[src/rtl/agc_scaler_pkg.sv]
// agc_scaler_pkg: shared scaler constants and stage tap indices
package agc_scaler_pkg;
  localparam int SCALER_STAGES = 15;
  localparam int SCALER_SYNC   = 2;
  localparam int IDX_FS03 = 0;
  localparam int IDX_FS04 = 1;
  localparam int IDX_FS05 = 2;
  localparam int IDX_FS06 = 3;
  localparam int IDX_FS07 = 4;
  localparam int IDX_FS08 = 5;
  localparam int IDX_FS09 = 6;
  localparam int IDX_FS10 = 7;
  localparam int IDX_FS11 = 8;
  localparam int IDX_FS12 = 9;
  localparam int IDX_FS13 = 10;
  localparam int IDX_FS14 = 11;
  localparam int IDX_FS15 = 12;
  localparam int IDX_FS16 = 13;
  localparam int IDX_FS17 = 14;
endpackage

[src/rtl/agc_scaler_chain_if.sv]
// agc_scaler_chain_if: four-phase snapshot-read handshake
interface agc_scaler_chain_if
  import agc_scaler_pkg::*;
#(
  parameter int W = SCALER_STAGES
);
  logic         rd_req;
  logic         rd_ack;
  logic [W-1:0] rd_data;
  logic         rd_lost;
  modport master(output rd_req, input rd_ack, rd_data, rd_lost);
  modport slave(input rd_req, output rd_ack, rd_data, rd_lost);
endinterface

[src/rtl/agc_scaler_chain_edge_sync.sv]
// agc_edge_sync: FS02 synchronizer with registered falling-edge pulse
module agc_edge_sync
  import agc_scaler_pkg::*;
#(
  parameter int SYNC = SCALER_SYNC
) (
  input  logic clk,
  input  logic rst_,
  input  logic i_fs02,
  output logic o_fall
);
  logic [SYNC-1:0] r_sync;
  logic            r_fs02_d;
  logic            r_fall;
  logic            w_fs02_s;
  assign w_fs02_s = r_sync[SYNC-1];
  assign o_fall   = r_fall;
  always_ff @(posedge clk or negedge rst_) begin
    if (!rst_) begin
      r_sync   <= '0;
      r_fs02_d <= 1'b0;
      r_fall   <= 1'b0;
    end else begin
      r_sync   <= {r_sync[SYNC-2:0], i_fs02};
      r_fs02_d <= w_fs02_s;
      r_fall   <= r_fs02_d & ~w_fs02_s;
    end
  end
endmodule

[src/rtl/agc_scaler_chain.sv]
// agc_scaler_chain: FS03..FS17 scaler counter with edge strobes and snapshot read
module agc_scaler_chain
  import agc_scaler_pkg::*;
#(
  parameter int STAGES = SCALER_STAGES,
  parameter int SYNC   = SCALER_SYNC
) (
  input  logic              clk,
  input  logic              rst_,
  input  logic              FS02,
  input  logic              hold,
  output logic [STAGES-1:0] FS,
  output logic [STAGES-1:0] FA,
  output logic [STAGES-1:0] FB,
  output logic              wrap,
  output logic              lost,
  agc_scaler_chain_if.slave rd
);
  logic [STAGES-1:0] r_cnt, r_fa, r_fb, w_next;
  logic              r_wrap, r_lost, w_fall, w_step, w_capture;
  agc_edge_sync #(.SYNC(SYNC)) u_sync (
    .clk    (clk),
    .rst_   (rst_),
    .i_fs02 (FS02),
    .o_fall (w_fall)
  );
  assign w_step    = w_fall & ~hold;
  assign w_capture = rd.rd_req & ~rd.rd_ack;
  assign w_next    = r_cnt + STAGES'(1);
  assign FS        = r_cnt;
  assign FA        = r_fa;
  assign FB        = r_fb;
  assign wrap      = r_wrap;
  assign lost      = r_lost;
  // capture samples the pre-edge count; a dropped edge on the capture edge keeps lost set
  always_ff @(posedge clk or negedge rst_) begin
    if (!rst_) begin
      r_cnt      <= '0;
      r_fa       <= '0;
      r_fb       <= '0;
      r_wrap     <= 1'b0;
      r_lost     <= 1'b0;
      rd.rd_ack  <= 1'b0;
      rd.rd_data <= '0;
      rd.rd_lost <= 1'b0;
    end else begin
      r_cnt     <= w_step ? w_next : r_cnt;
      r_fa      <= w_step ? (w_next & ~r_cnt) : '0;
      r_fb      <= w_step ? (r_cnt & ~w_next) : '0;
      r_wrap    <= w_step & (&r_cnt);
      r_lost    <= (w_fall & hold) | (r_lost & ~w_capture);
      rd.rd_ack <= rd.rd_req;
      if (w_capture) begin
        rd.rd_data <= r_cnt;
        rd.rd_lost <= r_lost;
      end
    end
  end
endmodule

[src/flat_wrapper.sv]
// flat-port wrapper written by rule: the top's interface ports become plain ports
module agc_scaler_chain_flat import agc_scaler_pkg::*;
#(
  parameter int STAGES = SCALER_STAGES,
  parameter int SYNC   = SCALER_SYNC
)
  (clk, rst_, FS02, hold, FS, FA, FB, wrap, lost, rd_rd_req, rd_rd_ack, rd_rd_data, rd_rd_lost);
  agc_scaler_chain_if rd_i ();
  input  logic clk;
  input  logic rst_;
  input  logic FS02;
  input  logic hold;
  output logic [STAGES-1:0] FS;
  output logic [STAGES-1:0] FA;
  output logic [STAGES-1:0] FB;
  output logic wrap;
  output logic lost;
  input wire logic [$bits(rd_i.rd_req)-1:0] rd_rd_req;
  output wire logic [$bits(rd_i.rd_ack)-1:0] rd_rd_ack;
  output wire logic [$bits(rd_i.rd_data)-1:0] rd_rd_data;
  output wire logic [$bits(rd_i.rd_lost)-1:0] rd_rd_lost;
  assign rd_i.rd_req = rd_rd_req;
  assign rd_rd_ack = rd_i.rd_ack;
  assign rd_rd_data = rd_i.rd_data;
  assign rd_rd_lost = rd_i.rd_lost;
  agc_scaler_chain #(.STAGES(STAGES), .SYNC(SYNC)) u_core (.clk(clk), .rst_(rst_), .FS02(FS02), .hold(hold), .FS(FS), .FA(FA), .FB(FB), .wrap(wrap), .lost(lost), .rd(rd_i));
endmodule
[config.mk]
export PLATFORM = sky130hd
export DESIGN_NAME = agc_scaler_chain_flat
export DESIGN_NICKNAME = d
export VERILOG_FILES = /design/src/rtl/agc_scaler_pkg.sv /design/src/rtl/agc_scaler_chain_if.sv /design/src/rtl/agc_scaler_chain_edge_sync.sv /design/src/rtl/agc_scaler_chain.sv /design/src/flat_wrapper.sv
export SDC_FILE = /design/constraint.sdc
export NUM_CORES = 1
export LEC_CHECK = 0
export BUFFER_PORTS_ARGS = -buffer_cell sky130_fd_sc_hd__buf_2
export CORE_MARGIN = 4
export CORE_UTILIZATION = 57
export DETAILED_ROUTE_END_ITERATION = 10
export GPL_TIMING_DRIVEN = 1
export PLACE_DENSITY = 0.84
export REMOVE_ABC_BUFFERS = 1
export SYNTH_ARGS = -nofsm -noshare
export SYNTH_HDL_FRONTEND = slang
export SYNTH_SLANG_ARGS = --single-unit
[constraint.sdc]
create_clock -name clk -period 3.3 [get_ports clk]
set_clock_uncertainty 0.15 [all_clocks]
set_input_delay 0.99 -clock clk [delete_from_list [all_inputs] [get_ports clk]]
set_output_delay 0.99 -clock clk [all_outputs]
set_load 0.05 [all_outputs]
**Word-level counts from Yosys, hierarchy flattened**

Cells that the tools add are included.

- Bits in registers: 68
- Input port bits: 5
- Output and inout bits: 64
- Logic and storage cells: 30

- $add $sub $neg: 1
- Multiplexer cells: 2
- Bitwise operators: 15
- Reduce and logical (&&, ||, !) cells: 1

Operators with widths:

| operator | number |
|---|---|
| 15-bit bitwise AND | 2 |
| 15-bit two-way mux | 2 |
| 15-bit NOT | 2 |
| 15-bit by 1-bit adder with 15-bit output, second input constant | 1 |
| 15-bit AND reduction | 1 |
| 1-bit bitwise AND | 6 |
| 1-bit NOT | 4 |
| 1-bit bitwise OR | 1 |

**Logic depth before layout (Yosys ltp)**

Gate-level depths: netlist of run 1.

- Depth in word-level cells: 5
- Mapped depth: 5
- Gate-level depth less buffers: 5

**By module**

Synthesis of run 1 repeated with hierarchy kept, for this count alone.

- Cell total of the unflattened synthesis: 202
- Area total of the unflattened synthesis: 2,882.8 µm²

Modules (own cells, without submodules):

| module | instances | cells an instance | area an instance (µm²) |
|---|---|---|---|
| agc_scaler_chain | 1 | 197 | 2,768.9 |
| agc_edge_sync | 1 | 5 | 113.9 |

**Least setup slack after synthesis of run 1**

Ideal clock, no wire load.

- Path type: reg2reg
- Start point: register u_core.r_cnt[0], in the netlist u_core.FS[0]
- End point: register u_core.r_cnt[12], in the netlist u_core.FS[12]
- Setup time: 0.079 ns
- Data arrival time: 2.011 ns
- Required time: 3.071 ns
- Setup slack: 1.060 ns
- Cell stages (with the launch flop): 6
- Buffers on the path: 0
- Clock period less this slack: 2.240 ns
- Path through: dfrtp_1 > ha_1 > nand4_1 > nor4_1 > ha_1 > mux2i_1

- Cells in the longest elaborated chain, start to end: 1

Ends and longest elaborated chain:

| item | line | RTL |
|---|---|---|
| from (decl) | agc_scaler_chain.sv:19 | `logic [STAGES-1:0] r_cnt, r_fa, r_fb, w_next;` |
| from (signal assigned) | agc_scaler_chain.sv:47 | `r_cnt <= w_step ? w_next : r_cnt;` |
| 15-bit by 1-bit adder with 15-bit output | agc_scaler_chain.sv:29 | `assign w_next = r_cnt + STAGES'(1);` |

Every way passes these cells.
A chain may end at the register's enable or synchronous reset.

**Worst setup path after layout of run 1**

- Start point: register u_core.r_cnt[0], in the netlist u_core.FS[0]
- End point: output port FS[0]

RTL lines:

| item | line | RTL |
|---|---|---|
| to (decl) | flat_wrapper.sv:13 | `output logic [STAGES-1:0] FS;` |

No word-level cell between the ends.

==> results of run 1 <==
==> sequential cells by signal (all words and copies together) (netlist names) <==
name                    cells
u_core.FS                  15
u_core.rd.rd_data          15
u_core.u_sync.r_sync        2
u_core.FB                  15
u_core.rd.rd_ack            1
u_core.FA                  15
u_core.wrap                 1
u_core.rd.rd_lost           1
u_core.u_sync.o_fall        1
u_core.lost                 1
u_core.u_sync.r_fs02_d      1
==> cell usage after synthesis <==
master / instances
sky130_fd_sc_hd__ha_1: 28
sky130_fd_sc_hd__mux2i_1: 14
sky130_fd_sc_hd__mux2_2: 7
sky130_fd_sc_hd__nor2b_1: 2
sky130_fd_sc_hd__and2_1: 29
sky130_fd_sc_hd__nor3_1: 2
sky130_fd_sc_hd__mux2_4: 9
sky130_fd_sc_hd__nor2b_2: 1
sky130_fd_sc_hd__a22o_1: 1
sky130_fd_sc_hd__buf_4: 1
sky130_fd_sc_hd__buf_12: 1
sky130_fd_sc_hd__xor2_1: 1
sky130_fd_sc_hd__nand4b_1: 1
sky130_fd_sc_hd__nor4_1: 7
sky130_fd_sc_hd__nand2_1: 2
sky130_fd_sc_hd__nand4_1: 3
sky130_fd_sc_hd__buf_6: 3
sky130_fd_sc_hd__inv_1: 14
sky130_fd_sc_hd__nand3_1: 1
sky130_fd_sc_hd__clkbuf_2: 2
sky130_fd_sc_hd__dfrtp_1: 68
sky130_fd_sc_hd__nand2b_4: 1
sky130_fd_sc_hd__and3_1: 1
sky130_fd_sc_hd__nor2_1: 3
==> power by group through the flow <==
| stage | combinational, W | clock [W] | sequential [W] |
|---|---|---|---|
| floorplan | 0.000378 | 0 | 0.00184 |
| global placement | 0.00132 | 0 | 0.00121 |
| detailed placement | 0.00134 | 0 | 0.00122 |
| CTS | 0.00135 | 0.000832 | 0.00121 |
| global route | 0.00144 | 0.000869 | 0.00124 |
| finish | 0.00134 | 0.000810 | 0.00120 |
==> logic make-up after synthesis <==
family,share of synthesized area
AOI/OAI and AO/OA,0.00305
xor gates and xnor gates,0.00305
adders and majority gates,0.122
buffers and inverters,0.0431
DFF,0.592
muxes,0.123
and+or+nand+nor,0.114
==> how the worst min path moves through the flow <==
stage / endpoint / cells after the start / slack, ns
after floorplan: u_core.u_sync.r_sync[1] / 0 / 0.18
after global placement: u_core.u_sync.r_sync[1] / 0 / 0.19
after detailed placement: u_core.u_sync.r_sync[1] / 0 / 0.19
after CTS: u_core.u_sync.r_sync[1] / 0 / 0.20
after global routing: u_core.u_sync.r_sync[1] / 0 / 0.22
final: u_core.u_sync.r_sync[1] / 0 / 0.20
==> cell type report <==
type,instances,area (um^2),share of cell area
Clock inverter,7,115,0.0329
Multi-Input combinational cell,113,1050,0.301
Timing Repair Buffer,70,368,0.105
Sequential cell,68,1700,0.486
Clock buffer,9,124,0.0354
Inverter,14,52.6,0.0150
Tap cell,67,83.8,0.0240
==> stage by stage <==
stage	power [W]	setup WS, ns
final	0.00335	1.02
after global routing	0.00355	0.953
after CTS	0.00339	1.00
after detailed placement	0.00256	1.11
after global placement	0.00253	1.20
after floorplan	0.00222	0.888
==> layer usage <==
layer	global-route usage	share of wire	wire, um
met1	0.219	0.45	2190
met2	0.277	0.46	2230
met3	0.0646	0.070	342
met4	0.103	0.027	130
met5	0	0	0
==> results.txt, run 1 <==
----------------------------------------------------
[STA]
  Final setup fails ... 0
  Unrepaired setup endpoints after global routing ... false
  Relative slew slack ... 0.559
  Total Negative Setup Slacks ... 0 ns
  Final-report hold violation count ... 0
  Highest clock frequency the design can meet ... 438 MHz
  Slew Limit Fails ... 0
  Final worst path period need ... 2.28 ns
  Part of the cycle the worst path needs ... 0.692
  Worst hold margin ... 0.202 ns
  Slew @ Worst Pin ... 0.662 ns

[Clock tree]
  Post-CTS Repair Setup Buffers ... 0
  Number of instances resized during post-cts repair ... 0
  Number of sinks on the clock net ... 68
  Cell at the root of the clock tree ... sky130_fd_sc_hd__clkbuf_8
  CTS clk-pin slew, worst paths ... 0.07 ns
  Max clock buf depth ... 2
  H-tree depth ... 3
  Clock buffer count from CTS ... 9
  Clock latency on the worst-skew pair ... 0.34 ns
  Clock tree from TritonCTS ... built
  Post-CTS Hold Buffers ... 0

[Setup path]
  Data required time at the worst endpoint ... 2.16 ns
  Endpoint arrival time on the critical path ... 1.14 ns
  Critical Path Sink ... FS[0]
  Setup slack of the worst register-to-register path ... 1.10 ns
  Category of the critical setup timing path ... flop to primary output
  Beginning of the worst register-to-register path ... u_core.FS[0]
  Bufs and invs on worst path ... 1
  Depth of the critical timing path with buffers and inverters included ... 1
  Crit. End Element ... primary output
  Worst R2R Path Depth ... 5
  Timing startpoint of the critical path ... u_core.FS[0]
  Delay of the slowest critical-path stage ... 0.48 ns
  CP startpoint kind ... flop
  Slowest-stage cell, CP ... sky130_fd_sc_hd__dfrtp_1
  Crit-path max FO ... 8
  Cell chain of the critical path ... buf_2
  Family with the most delay on the worst path ... flip-flops
  Critical register-to-register path endpoint ... u_core.FS[12]

[Synthesis]
  YS warnings ... 0
  Count of cell types in the netlist ... 24
  Fraction of post-synthesis cell area in the top cell type by area ... 0.592
  Largest cells by area after synthesis ... sky130_fd_sc_hd__dfrtp_1 (59%), sky130_fd_sc_hd__ha_1 (12%), sky130_fd_sc_hd__and2_1 (6.3%)
  Number of storage elements in the synthesis netlist ... 68
  Biggest area consumer among synthesized cells ... sky130_fd_sc_hd__dfrtp_1
  Sequential share of the synthesized area ... 0.592
  Instance count of the mapped netlist ... 202
  Cell area after technology mapping ... 2880 um^2
  Mean post-synth cell area ... 14.2 um^2

[Global route]
  Pin count of the biggest net entering global routing ... 46
  Overflow left after global routing ... 0
  Antenna violations before repair ... 0
  Via count of the first global-routing pass ... 1728
  Wire length of the first global-routing pass ... 8.31 mm
  GRT Util Overall ... 0.180

[Floorplanning]
  Boundary Pins ... 69
  Initial Utilization ... 0.597
  Die boundary width ... 79.0 um
  Core Box Area ... 4820 um^2
  Die area ... 6240 um^2
  Row Count ... 25
  Die height ... 79.0 um

[Finish]
  Summed area of non-filler cells in the final layout ... 3500 um^2
  Antenna fix cells ... 0
  # nets final ... 309
  Area growth from synthesis to final layout ... 21.7%
  Most used cells in the layout excluding fill and tap cells ... sky130_fd_sc_hd__buf_2 (68), sky130_fd_sc_hd__dfrtp_1 (68), sky130_fd_sc_hd__and2_1 (29), sky130_fd_sc_hd__ha_1 (28)
  Fraction of final layout cells with drive strength greater than 1 ... 0.370
  Count of fill cells added during filler insertion ... 360
  Final Util ... 0.726
  Layout Cells excl Fill ... 348

[Routing]
  Via/cell ratio ... 4.78
  Number of routed nets with antenna violations ... 0
  Vias ... 1663
  Average wire per cell in the routed design ... 14.1 um
  Final wirelength ... 4.89 mm
  Pre-Repair DR Iteration Count ... 4
  Violation count after the first detailed-route iteration ... 65
  Total DRC errors in the routed layout ... 0

[Power]
  Worst ir drop on vdd ... 0.807 mV
  Sequential power share ... 0.359
  Total leakage power ... 1.89 nW
  Power dissipated by switching net loads ... 0.00148 W
  PwrDens ... 958 nW/um^2
  Comb power frac ... 0.400
  Internal power summed over all cells ... 0.00187 W
  Fraction of power consumed by the clock network ... 0.242
  Net switching fraction of the power ... 0.443

[Placed design]
  DP Wirelength ... 3.33 mm
  Final Wtd Congestion ... 0.780
  Count of input and output buffers ... 68
  Cell count after placement ... 332
  Placement Cell Area ... 3260 um^2

[Worst hold path]
  Beginning of the worst hold path ... u_core.u_sync.r_sync[0]
  HP Class ... flop to flop

[Status]
  Outcome ... completed

[Job]
  Number of maximum-capacitance violations ... 0

----------------------------------------------------
Note: power is estimated with default switching activity, not from simulation.
==> run 2: changes to the inputs <==
- CORE_UTILIZATION: 57 -> 48
- PLACE_DENSITY: 0.84 -> 0.76
- clock period: 3.3 -> 2.1 ns (I/O delays scaled with it)
==> run 2 against run 1 <==
Final cell count rose by 2.6%. Sequential power rose by 55%. Die area rose by 17%. Non-clock buffer count rose by 4. Global-route usage fell by 2.8 points. Sequential share of layout area fell by 0.052 points. Critical path depth rose by 3. Cell area rose by 0.11%. Worst hold slack got worse by 0.057 ns. Combinational power rose by 66%. Critical path type is now flop to flop.
==> results.txt, run 2 (synthesis results as in run 1) <==
----------------------------------------------------
[STA]
  Highest clock frequency the design can meet ... 515 MHz
  Final-report hold violation count ... 0
  Slew Limit Fails ... 0
  Slew @ Worst Pin ... 0.422 ns
  Worst Slack Setup Final ... 0.157 ns
  Part of the cycle the worst path needs ... 0.925
  Total Negative Setup Slacks ... 0 ns
  Final worst path period need ... 1.94 ns
  Relative slew slack ... 0.716
  Unrepaired setup endpoints after global routing ... false
  Final setup fails ... 0

[Floorplanning]
  Boundary Pins ... 69
  Row Count ... 27
  Die height ... 85.4 um
  Core Box Area ... 5640 um^2
  Die boundary width ... 85.4 um
  Die area ... 7290 um^2
  Initial Utilization ... 0.510

[Setup path]
  Critical register-to-register path endpoint ... u_core.FS[13]
  Delay of the slowest critical-path stage ... 0.50 ns
  Worst R2R Path Depth ... 4
  Category of the critical setup timing path ... flop to flop
  CP startpoint kind ... flop
  Cell chain of the critical path ... nand4_1 -> nor4_1 -> ha_1 -> mux2i_1
  Family with the most delay on the worst path ... simple AND/OR/NAND/NOR gates
  Bufs and invs on worst path ... 0
  Beginning of the worst register-to-register path ... u_core.FS[5]
  Endpoint arrival time on the critical path ... 2.06 ns
  Data required time at the worst endpoint ... 2.21 ns
  Crit-path max FO ... 7
  Slowest-stage cell, CP ... sky130_fd_sc_hd__nor4_1
  Setup slack of the worst register-to-register path ... 0.16 ns
  Crit. End Element ... flop

[Routing]
  Violation count after the first detailed-route iteration ... 38
  Vias ... 1721
  Average wire per cell in the routed design ... 14.6 um
  Pre-Repair DR Iteration Count ... 4
  Number of routed nets with antenna violations ... 0
  Via/cell ratio ... 4.82
  Final wirelength ... 5.21 mm
  Total DRC errors in the routed layout ... 0

[Placed design]
  Cell count after placement ... 340
  DP Wirelength ... 3.55 mm
  Count of input and output buffers ... 68
  Setup WS pre-CTS ... 0.00851 ns
  Final Wtd Congestion ... 0.751

[Clock tree]
  Clock latency on the worst-skew pair ... 0.34 ns
  CTS clk-pin slew, worst paths ... 0.07 ns
  Number of sinks on the clock net ... 68
  H-tree depth ... 3
  Clock buffer count from CTS ... 9
  Post-CTS Hold Buffers ... 0
  Clock tree from TritonCTS ... built
  Cell at the root of the clock tree ... sky130_fd_sc_hd__clkbuf_8
  Max clock buf depth ... 2

[Finish]
  Fraction of final layout cells with drive strength greater than 1 ... 0.375
  Layout Cells excl Fill ... 357
  Antenna fix cells ... 0
  Final Util ... 0.621
  Area growth from synthesis to final layout ... 21.8%
  Most used cells in the layout excluding fill and tap cells ... sky130_fd_sc_hd__buf_2 (68), sky130_fd_sc_hd__dfrtp_1 (68), sky130_fd_sc_hd__and2_1 (29), sky130_fd_sc_hd__ha_1 (28)
  # nets final ... 313

[Global route]
  GRT Util Overall ... 0.152
  Antenna violations before repair ... 0
  Via count of the first global-routing pass ... 1759
  Pin count of the biggest net entering global routing ... 69
  Overflow left after global routing ... 0
  Wire length of the first global-routing pass ... 8.45 mm

[Power]
  Worst ir drop on vdd ... 0.848 mV
  PwrDens ... 1440 nW/um^2
  Total leakage power ... 1.89 nW

[Worst hold path]
  HP Class ... input port to asynchronous set/reset pin

[Job]
  Number of maximum-capacitance violations ... 0

[Status]
  Outcome ... completed

----------------------------------------------------
[run 2: worst register-to-register path, stage by stage, from the launching register on]
cell,delay [ns]
sky130_fd_sc_hd__dfrtp_1,0.43
sky130_fd_sc_hd__nand4_1,0.32
sky130_fd_sc_hd__nor4_1,0.50
sky130_fd_sc_hd__ha_1,0.31
sky130_fd_sc_hd__mux2i_1,0.15
[run 2: cell type report]
class / instances / area (um^2)
fill: 459 / 2140
sequential: 68 / 1700
multi-input combinational: 113 / 1070
timing repair buffer: 74 / 410
clock buffer: 15 / 176
tap: 72 / 90.1
inverter: 14 / 52.6
clock inverter: 1 / 5.00
[run 2: worst max-delay path by stage]
stage,startpoint,end,slack (ns),cells past startpoint
global placement,u_core.FS[0],u_core.FS[12],0.14,5
finish,u_core.FS[5],u_core.FS[13],0.16,4
global route,u_core.FS[5],u_core.FS[13],0.02,4
floorplan,u_core.FS[0],u_core.FS[12],-0.14,5
detailed placement,u_core.FS[1],u_core.FS[14],0.009,5
CTS,u_core.FS[1],u_core.FS[12],0.04,5
[run 2: through the flow]
step	instance area (um^2)	power (W)	hold WS, ns
2_1_floorplan	2800	0.00349	0.181
3_3_place_gp	3300	0.00404	0.187
3_5_place_dp	3300	0.00409	0.187
4_1_cts	3500	0.00512	0.149
5_1_grt	3500	0.00535	0.178
6_report	3500	0.00506	0.145
[run 2: power breakdown]
group          leakage [nW]  switching, W  internal, W
Clock                0.0937      0.000458     0.000526
Combinational         0.967       0.00162     0.000594
Sequential            0.830      0.000254      0.00160
[run 2: layer usage]
layer | global-route usage | routed length (um) | up-vias
li1 | - | - | 823
met1 | 0.189 | 2250 | 831
met2 | 0.235 | 2420 | 57
met3 | 0.0553 | 446 | 10
met4 | 0.0734 | 88 | 0
met5 | 0 | 0 | -
[run 2: what timing repair did]
action | CTS | global route
setup endpoints to repair | 1 | 3
cloned | 0 | 0
pin swaps | 0 | 1
setup buffers | 0 | 1
gates resized for setup | 2 | 0
==> run 3: changes to the inputs <==
- PLACE_DENSITY: 0.76 -> 0.83
==> run 3 against run 2 <==
Critical path depth is 2 lower. Worst hold slack better by 0.0074 ns. Sequential power hardly changed. Critical endpoint is now FS[3]. Largest power group unchanged.
==> results.txt, run 3 (synthesis results as in run 1) <==
----------------------------------------------------
[Status]
  Outcome ... completed

[Clock tree]
  Post-CTS Hold Buffers ... 0
  Clock buffer count from CTS ... 9
  Number of sinks on the clock net ... 68
  CTS clk-pin slew, worst paths ... 0.07 ns
  Cell at the root of the clock tree ... sky130_fd_sc_hd__clkbuf_8
  H-tree depth ... 3
  Max clock buf depth ... 2
  Clock latency on the worst-skew pair ... 0.34 ns
  Clock tree from TritonCTS ... built

[Finish]
  Fraction of final layout cells with drive strength greater than 1 ... 0.401
  Layout Cells excl Fill ... 359
  Most used cells in the layout excluding fill and tap cells ... sky130_fd_sc_hd__buf_2 (68), sky130_fd_sc_hd__dfrtp_1 (68), sky130_fd_sc_hd__and2_1 (29), sky130_fd_sc_hd__ha_1 (28)
  # nets final ... 316
  Area growth from synthesis to final layout ... 24.3%
  Antenna fix cells ... 0

[Setup path]
  Data required time at the worst endpoint ... 1.32 ns
  Timing startpoint of the critical path ... u_core.FS[3]
  Critical register-to-register path endpoint ... u_core.FS[10]
  Crit. End Element ... primary output
  Category of the critical setup timing path ... flop to primary output
  Critical Path Sink ... FS[3]
  Delay of the slowest critical-path stage ... 0.38 ns
  Beginning of the worst register-to-register path ... u_core.FS[1]
  Setup slack of the worst register-to-register path ... 0.22 ns
  Cell chain of the critical path ... buf_4 -> buf_2
  Crit-path max FO ... 5
  Worst R2R Path Depth ... 6
  Endpoint arrival time on the critical path ... 1.13 ns
  Slowest-stage cell, CP ... sky130_fd_sc_hd__dfrtp_1
  CP startpoint kind ... flop

[Floorplanning]
  Die area ... 7290 um^2
  Die boundary width ... 85.4 um
  Initial Utilization ... 0.510
  Core Box Area ... 5640 um^2
  Die height ... 85.4 um
  Row Count ... 27
  Boundary Pins ... 69

[STA]
  Highest clock frequency the design can meet ... 523 MHz
  Worst hold margin ... 0.152 ns
  Slew Limit Fails ... 0
  Slew @ Worst Pin ... 0.386 ns
  Final worst path period need ... 1.91 ns
  Final setup fails ... 0
  Final-report hold violation count ... 0
  Total Negative Setup Slacks ... 0 ns
  Unrepaired setup endpoints after global routing ... false
  Part of the cycle the worst path needs ... 0.911
  Relative slew slack ... 0.741
  Worst Slack Setup Final ... 0.186 ns

[Power]
  Worst ir drop on vdd ... 0.918 mV
  Total power consumption of the routed design ... 0.00538 W
  Total leakage power ... 1.92 nW
  PwrDens ... 1500 nW/um^2

[Routing]
  Total DRC errors in the routed layout ... 0
  Final wirelength ... 5.58 mm
  Number of routed nets with antenna violations ... 0
  Violation count after the first detailed-route iteration ... 88
  Pre-Repair DR Iteration Count ... 4
  Average wire per cell in the routed design ... 15.5 um
  Vias ... 1764
  Via/cell ratio ... 4.91

[Global route]
  Antenna violations before repair ... 0
  GRT Util Overall ... 0.166
  Via count of the first global-routing pass ... 1830
  Pin count of the biggest net entering global routing ... 69
  Overflow left after global routing ... 0
  Wire length of the first global-routing pass ... 9.24 mm

[Placed design]
  Count of input and output buffers ... 68
  DP Wirelength ... 3.77 mm
  Final Wtd Congestion ... 0.743
  Cell count after placement ... 342
  Setup WS pre-CTS ... 0.0912 ns

[Worst hold path]
  HP Class ... input port to asynchronous set/reset pin

[Job]
  Number of maximum-capacitance violations ... 0

----------------------------------------------------
[run 3: changes by cell type in the layout (fill, tap and decap cells not counted), sizes merged]
cell      previous run  this run
buf                 74        77
bufinv               0         2
clkbuf              15        11
clkinvlp             0         1
[run 3: report_power, final]
group / total (W) / leakage, nW / switching (W) / internal (W)
clock network: 0.00120 / 0.111 / 0.000471 / 0.000724
registers: 0.00186 / 0.830 / 0.000255 / 0.00160
logic: 0.00232 / 0.979 / 0.00169 / 0.000629
total: 0.00538 / 1.92 / 0.00242 / 0.00296
[run 3: cell type report]
cell class	instances	area (um^2)
Clock buffer	11	151
Fill cell	450	2070
Tap cell	72	90.1
Timing Repair Buffer	77	420
Sequential cell	68	1700
Multi-Input combinational cell	113	1090
Inverter	14	52.6
Clock inverter	4	72.6
[run 3: layer usage]
layer,GRT usage,wire length [um],vias to the layer above
met1,0.198,2270,865
met3,0.0650,453,8
met2,0.270,2780,63
met4,0.0647,76,0
met5,0,0,-
li1,-,-,828
[run 3: how the worst min path moves through the flow]
stage / cells after the start / to / from / slack (ns)
after CTS: 2 / u_core.FA[13] / rst_ / 0.15
after global routing: 2 / u_core.FA[12] / rst_ / 0.17
final: 2 / u_core.FA[12] / rst_ / 0.15
after floorplan: 0 / u_core.FA[0] / rst_ / 0.18
after global placement: 0 / u_core.u_sync.r_sync[1] / u_core.u_sync.r_sync[0] / 0.18
after detailed placement: 0 / u_core.u_sync.r_sync[1] / u_core.u_sync.r_sync[0] / 0.19
[run 3: per-stage QoR]
stage / cell area [um^2] / utilization
finish: 3570 / 0.634
global route: 3570 / 0.634
CTS: 3530 / 0.625
detailed placement: 3300 / 0.586
global placement: 3300 / 0.586
floorplan: 2800 / -
[run 3: repair_timing]
| action | in CTS | in global routing |
|---|---|---|
| endpoints found under the setup margin | 0 | 10 |
| setup buffers | 0 | 2 |
| resized for setup | 0 | 5 |
[run 3: critical path: cells and delay by family, from the launching register on]
kind	cells	cell delay [ns]
buffers and inverters	2	0.41
DFF	1	0.38
